<file path="config.mk">
export PLATFORM = sky130hd
export DESIGN_NAME = fetch_unit_flat
export DESIGN_NICKNAME = d
export VERILOG_FILES = /design/src/rtl/fetch_unit_if.sv /design/src/rtl/fetch_unit.sv /design/src/flat_wrapper.sv
export SDC_FILE = /design/constraint.sdc
export NUM_CORES = 1
export LEC_CHECK = 0
export CORE_MARGIN = 5
export CORE_UTILIZATION = 39
export CTS_BUF_LIST = sky130_fd_sc_hd__clkbuf_8
export CTS_CLUSTER_DIAMETER = 100
export CTS_CLUSTER_SIZE = 28
export DETAILED_ROUTE_END_ITERATION = 8
export GPL_ROUTABILITY_DRIVEN = 0
export PLACE_DENSITY_LB_ADDON = 0.08
export SYNTH_ARGS = -nofsm -noshare
export SYNTH_HDL_FRONTEND = slang
export SYNTH_SLANG_ARGS = --single-unit
</file>
<file path="constraint.sdc">
create_clock -name clk -period 2.6 [get_ports clk]
set_input_delay 0.26 -clock clk [delete_from_list [all_inputs] [get_ports clk]]
set_output_delay 0.26 -clock clk [all_outputs]
set_load 0.01 [all_outputs]
</file>
<file path="src/rtl/fetch_unit_if.sv">
// Signal bundle for fetch_unit: instruction-memory read port, PC redirect
// input, and the instruction output channel toward the opcode decoder.
interface fetch_unit_if #(
   parameter int ADDR_W  = 8,
   parameter int INSTR_W = 16
);
   logic               imem_req;
   logic [ADDR_W-1:0]  imem_addr;
   logic               imem_ack;
   logic [INSTR_W-1:0] imem_rdata;
   logic               redirect_valid;
   logic [ADDR_W-1:0]  redirect_pc;
   logic               out_valid;
   logic               out_ready;
   logic [INSTR_W-1:0] out_instr;
   logic [3:0]         out_opcode;
   logic [ADDR_W-1:0]  out_pc;

   // Output handshake: an instruction transfers on every rising edge where
   // out_valid and out_ready are both 1. Once out_valid rises, out_instr and
   // out_pc hold unchanged until that transfer (or a redirect) withdraws them;
   // out_ready may change freely and never depends combinationally on out_valid.

   modport master (
      output imem_req, imem_addr, out_valid, out_instr, out_opcode, out_pc,
      input  imem_ack, imem_rdata, redirect_valid, redirect_pc, out_ready
   );

   modport slave (
      input  imem_req, imem_addr, out_valid, out_instr, out_opcode, out_pc,
      output imem_ack, imem_rdata, redirect_valid, redirect_pc, out_ready
   );
endinterface

</file>
<file path="src/rtl/fetch_unit.sv">
// Instruction fetch stage: PC, single-outstanding imem reads, instruction register.
// Optional macro FETCH_HALT_EN adds a HALT state entered after accepting opcode 4'b1111.
module fetch_unit #(
   parameter int                ADDR_W   = 8,
   parameter int                INSTR_W  = 16,
   parameter logic [ADDR_W-1:0] RESET_PC = '0
) (
   input  logic             clk,
   input  logic             reset,
   fetch_unit_if.master     bus,
   output logic [2:0]       dbg_state
);

   typedef enum logic [2:0] {
      S_REQ  = 3'd0,
      S_WAIT = 3'd1,
      S_HOLD = 3'd2,
      S_DROP = 3'd3
`ifdef FETCH_HALT_EN
      ,
      S_HALT = 3'd4
`endif
   } state_t;

   state_t            state;
   state_t            nxt_state;
   logic [ADDR_W-1:0] pc;
   logic [ADDR_W-1:0] nxt_pc;
   logic              nxt_valid;
   logic              load_instr;

   assign dbg_state      = state;
   assign bus.out_opcode = bus.out_instr[INSTR_W-1 -: 4];

   always_comb begin
      nxt_state  = state;
      nxt_pc     = pc;
      nxt_valid  = bus.out_valid;
      load_instr = 1'b0;

      case (state)
         // REQ with imem_req low only happens right after reset: issue next cycle.
         S_REQ: begin
            if (bus.imem_req) nxt_state = S_WAIT;
         end
         S_WAIT: begin
            if (bus.imem_ack) begin
               load_instr = 1'b1;
               nxt_valid  = 1'b1;
               nxt_pc     = pc + ADDR_W'(1);
               nxt_state  = S_HOLD;
            end
         end
         S_HOLD: begin
            if (bus.out_ready) begin
               nxt_valid = 1'b0;
               nxt_state = S_REQ;
`ifdef FETCH_HALT_EN
               if (bus.out_instr[INSTR_W-1 -: 4] == 4'hF) nxt_state = S_HALT;
`endif
            end
         end
         S_DROP: begin
            if (bus.imem_ack) nxt_state = S_REQ;
         end
         default: nxt_state = state;
      endcase

      // Redirect overrides everything; a request already in flight must drain in DROP.
      if (bus.redirect_valid) begin
         nxt_pc     = bus.redirect_pc;
         nxt_valid  = 1'b0;
         load_instr = 1'b0;
         case (state)
            S_REQ:   nxt_state = bus.imem_req ? S_DROP : S_REQ;
            S_WAIT:  nxt_state = bus.imem_ack ? S_REQ : S_DROP;
            // An ack arriving with the redirect still retires the old request.
            S_DROP:  nxt_state = bus.imem_ack ? S_REQ : S_DROP;
            default: nxt_state = S_REQ;
         endcase
      end
   end

   always_ff @(posedge clk) begin
      if (reset) begin
         state         <= S_REQ;
         pc            <= RESET_PC;
         bus.imem_req  <= 1'b0;
         bus.imem_addr <= '0;
         bus.out_valid <= 1'b0;
         bus.out_instr <= '0;
         bus.out_pc    <= '0;
      end else begin
         state         <= nxt_state;
         pc            <= nxt_pc;
         bus.out_valid <= nxt_valid;
         // imem_req is high exactly for the cycle spent in REQ after issuing.
         bus.imem_req  <= (nxt_state == S_REQ);
         if (nxt_state == S_REQ) bus.imem_addr <= nxt_pc;
         if (load_instr) begin
            bus.out_instr <= bus.imem_rdata;
            bus.out_pc    <= pc;
         end
      end
   end

endmodule

</file>
<file path="src/flat_wrapper.sv">
// flat-port wrapper written by rule: the top's interface ports become plain ports
module fetch_unit_flat 
#(
   parameter int                ADDR_W   = 8,
   parameter int                INSTR_W  = 16,
   parameter logic [ADDR_W-1:0] RESET_PC = '0
)
  (clk, reset, dbg_state, bus_imem_req, bus_imem_addr, bus_out_valid, bus_out_instr, bus_out_opcode, bus_out_pc, bus_imem_ack, bus_imem_rdata, bus_redirect_valid, bus_redirect_pc, bus_out_ready);
  fetch_unit_if #(.ADDR_W(ADDR_W), .INSTR_W(INSTR_W)) bus_i ();
  input  logic clk;
  input  logic reset;
  output logic [2:0] dbg_state;
  output wire logic [$bits(bus_i.imem_req)-1:0] bus_imem_req;
  output wire logic [$bits(bus_i.imem_addr)-1:0] bus_imem_addr;
  output wire logic [$bits(bus_i.out_valid)-1:0] bus_out_valid;
  output wire logic [$bits(bus_i.out_instr)-1:0] bus_out_instr;
  output wire logic [$bits(bus_i.out_opcode)-1:0] bus_out_opcode;
  output wire logic [$bits(bus_i.out_pc)-1:0] bus_out_pc;
  input wire logic [$bits(bus_i.imem_ack)-1:0] bus_imem_ack;
  input wire logic [$bits(bus_i.imem_rdata)-1:0] bus_imem_rdata;
  input wire logic [$bits(bus_i.redirect_valid)-1:0] bus_redirect_valid;
  input wire logic [$bits(bus_i.redirect_pc)-1:0] bus_redirect_pc;
  input wire logic [$bits(bus_i.out_ready)-1:0] bus_out_ready;
  assign bus_imem_req = bus_i.imem_req;
  assign bus_imem_addr = bus_i.imem_addr;
  assign bus_out_valid = bus_i.out_valid;
  assign bus_out_instr = bus_i.out_instr;
  assign bus_out_opcode = bus_i.out_opcode;
  assign bus_out_pc = bus_i.out_pc;
  assign bus_i.imem_ack = bus_imem_ack;
  assign bus_i.imem_rdata = bus_imem_rdata;
  assign bus_i.redirect_valid = bus_redirect_valid;
  assign bus_i.redirect_pc = bus_redirect_pc;
  assign bus_i.out_ready = bus_out_ready;
  fetch_unit #(.ADDR_W(ADDR_W), .INSTR_W(INSTR_W), .RESET_PC(RESET_PC)) u_core (.clk(clk), .reset(reset), .bus(bus_i), .dbg_state(dbg_state));
endmodule
</file>
==> summary.md <==
| Metric | Value |
|---|---|
| Status | `finished clean` |
| Distinct cells, synth | `45` |
| Largest net degree at the start of global routing | `25` |
| Skew final | `0.001829 ns` |
| Syn avg cell area | `approximately 8.5 um^2` |
| P_int | `0.001085 W` |
| Placed cells | `351` |
| WL met2 | `2162 um` |
| Resize count post-CTS | `0` |
| Setup Buffers After CTS | `0` |
| Skew-Pair Late Insertion Delay | `0.29 ns` |
| Clock network power share | `roughly 28%` |
| Gate power share | `between 15 and 20%` |
| Nets | `approximately 320` |
| CTS Buf Count | `5` |
| Bufs and invs on worst path | `2` |
| Top Ports | `70` |
| Post-Layout Cell Count | `359` |
| Sw Pwr | `around 0.00040 W` |
| Clock-pin slew on the worst setup and hold paths | `0.08 ns` |
| Setup TNS | `0 ns` |
| Worst-path maximum fanout | `13` |
| Worst stage delay on the critical path | `roughly 0.53 ns` |
| MaxCap Viol Count | `0` |
| Crit Path Class | `in -> reg` |
| Total GRT Usage | `14.63%` |
| Syn Nets | `approximately 260` |
| DRT Pass-1 Iters | `4` |
| Relative slew slack | `approximately two thirds` |
| Static leakage | `~0.94 nW` |
| Cell family with most CP delay | `simple AND/OR/NAND/NOR gates` |
| Via count | `1741` |
| Via density | `between 4 and 5` |
| Final core occ | `between 50% and 60%` |
| Pre-CTS setup slack | `between 0.5 and 0.6 ns` |
| Largest cells by area after synthesis | `dfxtp_1, nand2_1, a21oi_1` |
| Uppermost routed layer | `met4` |
| Worst-Margin Slew | `~0.48 ns` |
| Post-route ant nets | `0` |
| EDFF count, synth | `0` |
| Row cnt | `25` |
| CTS H-tree depth | `2` |
| Hold Slack | `roughly 0.46 ns` |
| Routed WL | `roughly 4700 um` |
| Detailed router's first-iteration violation count | `between 50 and 60` |
| Maximum VDD drop | `~0.28 mV` |
| Ratio of cells with drive above 1 in the final layout | `around a tenth` |
| Die X | `approximately 80 um` |
| Top_reg_cell synth | `dfxtp_1` |
| Most frequent cells in the layout | `clkdlybuf4s50_1, nand2_1, dfxtp_1, a21oi_1, nor2_1` |
| Total gr overflow | `0` |
| Final setup viols | `0` |
| Slowest cell on the critical path | `clkdlybuf4s50_1` |
| CP Launch Type | `input port` |
| Max Clk Rate | `about 570 MHz` |
| Full die area | `approximately 6400 um^2` |
| Synthesized cell area | `roughly 1900 um^2` |
| Slew Viols, Final | `0` |
| Sequential share of power | `between 50% and 60%` |
| Hold_buf cts | `0` |
| Yosys reg bits | `45` |
| Final Worst Setup Slack | `0.8470 ns` |
| DRC Markers | `0` |
| Yosys top cell by area | `dfxtp_1` |
| M1 WL | `~2200 um` |
| Met3 WL post-DR | `268 um` |
| Critical path, cell by cell | `clkdlybuf4s50_1 > nand4bb_1 > buf_4 > or4b_1 > and3_1 > o221ai_1` |
| Asr flop ratio synth | `0%` |
| RSZ-0062 raised after global routing | `false` |
| Cells after Synth | `approximately 230` |
| Critical Path RT | `approximately 2.8 ns` |
| Hold Crit Class | `reg -> reg` |
| Vias in the first global route | `about 1700` |
| PortBufs | `69` |
| Post-synthesis sequential area ratio | `between 40% and 50%` |
| Initial antenna violation count | `0` |
| Die H | `around 80 um` |
| First-pass GRT wire length | `between 7000 and 8000 um` |
| Power Density | `between 500 and 600 nW/um^2` |
| Most common cell after layout, fill and taps aside | `clkdlybuf4s50_1` |
| Area delta synth->final | `43.01%` |
| DP HPWL | `roughly 3300 um` |
| CTS sink cnt | `45` |
| CP arrival | `roughly 2.0 ns` |
| Core box area | `4755 um^2` |
| Crit path time final | `1.753 ns` |
| Max clock buf depth | `2` |
| Fin. Hold Viols | `0` |
| Fin crit share | `67.42%` |
| CP Capture Type | `register` |
| Average wire per standard cell | `between 10 and 15 um` |
| Clk root buf | `clkbuf_8` |
| Starting density of the core | `between 40% and 50%` |
| Ant. Diodes | `0` |
| Switching part of the total | `between 20% and 30%` |
| CTS tree | `yes` |
| Top cell type's share of synthesized area | `around 47%` |
| Syn. warnings | `0` |
## layer usage
metal / vias to the layer above / track usage [%]
li1: 906 / -
met1: 783 / 18.85
met2: 48 / 24.17
met3: 4 / 3.251
met4: 0 / 4.730
met5: - / 0
## cells in the mapped netlist, types with 3 or more instances
cell / n
mux2_2: 3
or3_1: 5
nand3_1: 5
buf_2: 6
buf_4: 4
nor2b_1: 6
inv_1: 6
dfxtp_1: 45
clkbuf_1: 5
o21ai_0: 3
nor2_1: 8
a21oi_1: 30
o221ai_1: 3
nand2b_1: 4
nand2_1: 55
## sequential cells by signal, summed over array words and instances (netlist names)
signal	flops
u_core.bus.out_pc	8
u_core.bus.imem_req	1
u_core.bus.out_valid	1
u_core.dbg_state	3
u_core.pc	8
u_core.bus.out_instr	16
u_core.bus.imem_addr	8
## worst register-to-register path: cells and delay by family (launching register included)
kind | cells | cell delay, ns
and+or+nand+nor | 3 | 0.83
AOI/OAI and AO/OA | 1 | 0.17
DFF | 1 | 0.48
buffers and inverters | 1 | 0.20
## stage by stage
stage	cell area [um^2]	power, W
global route	2738	0.001569
floorplan	1914	0.0009306
global placement	2651	0.001078
finish	2738	0.001485
detailed placement	2651	0.001078
CTS	2738	0.001502
## worst paths after layout
path | from | endpoint | slack, ns | cells after the start
min reg2reg | u_core.bus.out_pc[6]$_SDFFE_PP0P_ | u_core.bus.out_pc[6]$_SDFFE_PP0P_ | 0.46 | 2
max reg2reg | u_core.dbg_state[0]$_SDFF_PP0_ | u_core.bus.imem_addr[7]$_SDFFE_PP0N_ | 0.85 | 5
min | u_core.bus.out_pc[6]$_SDFFE_PP0P_ | u_core.bus.out_pc[6]$_SDFFE_PP0P_ | 0.46 | 2
max | bus_imem_ack | u_core.bus.imem_addr[7]$_SDFFE_PP0N_ | 0.85 | 6
## power by group through the flow
| stage | sequential, W | clock (W) | combinational (W) |
|---|---|---|---|
| after floorplan | 0.000793 | 0 | 0.000137 |
| after global routing | 0.000775 | 0.000477 | 0.000317 |
| final | 0.000766 | 0.000424 | 0.000295 |
| after detailed placement | 0.000783 | 0 | 0.000295 |
| after CTS | 0.000767 | 0.000437 | 0.000298 |
| after global placement | 0.000783 | 0 | 0.000295 |
## area by class of cell
| cell class | instances | area [um^2] |
|---|---|---|
| flip-flops and latches | 45 | 900.9 |
| fillers | 471 | 2017 |
| clock inverters | 3 | 17.52 |
| well taps | 67 | 83.83 |
| repair buffers | 75 | 735.7 |
| inverters | 6 | 22.52 |
| clock buffers | 5 | 68.82 |
| multi-input cells | 158 | 908.4 |
## cells by family (layout without fill, tap and decap cells)
logic type | after synthesis | in the layout | share of synthesized area, %
flops | 45 | 45 | 47.06
simple gates | 99 | 99 | 24.97
fa+ha+maj | 1 | 1 | 0.6535
mux | 5 | 5 | 2.941
buf+inv | 22 | 89 | 5.490
xor+xnor | 1 | 1 | 0.4576
compound gates | 52 | 52 | 18.43
(Power assumes the default switching activity.)
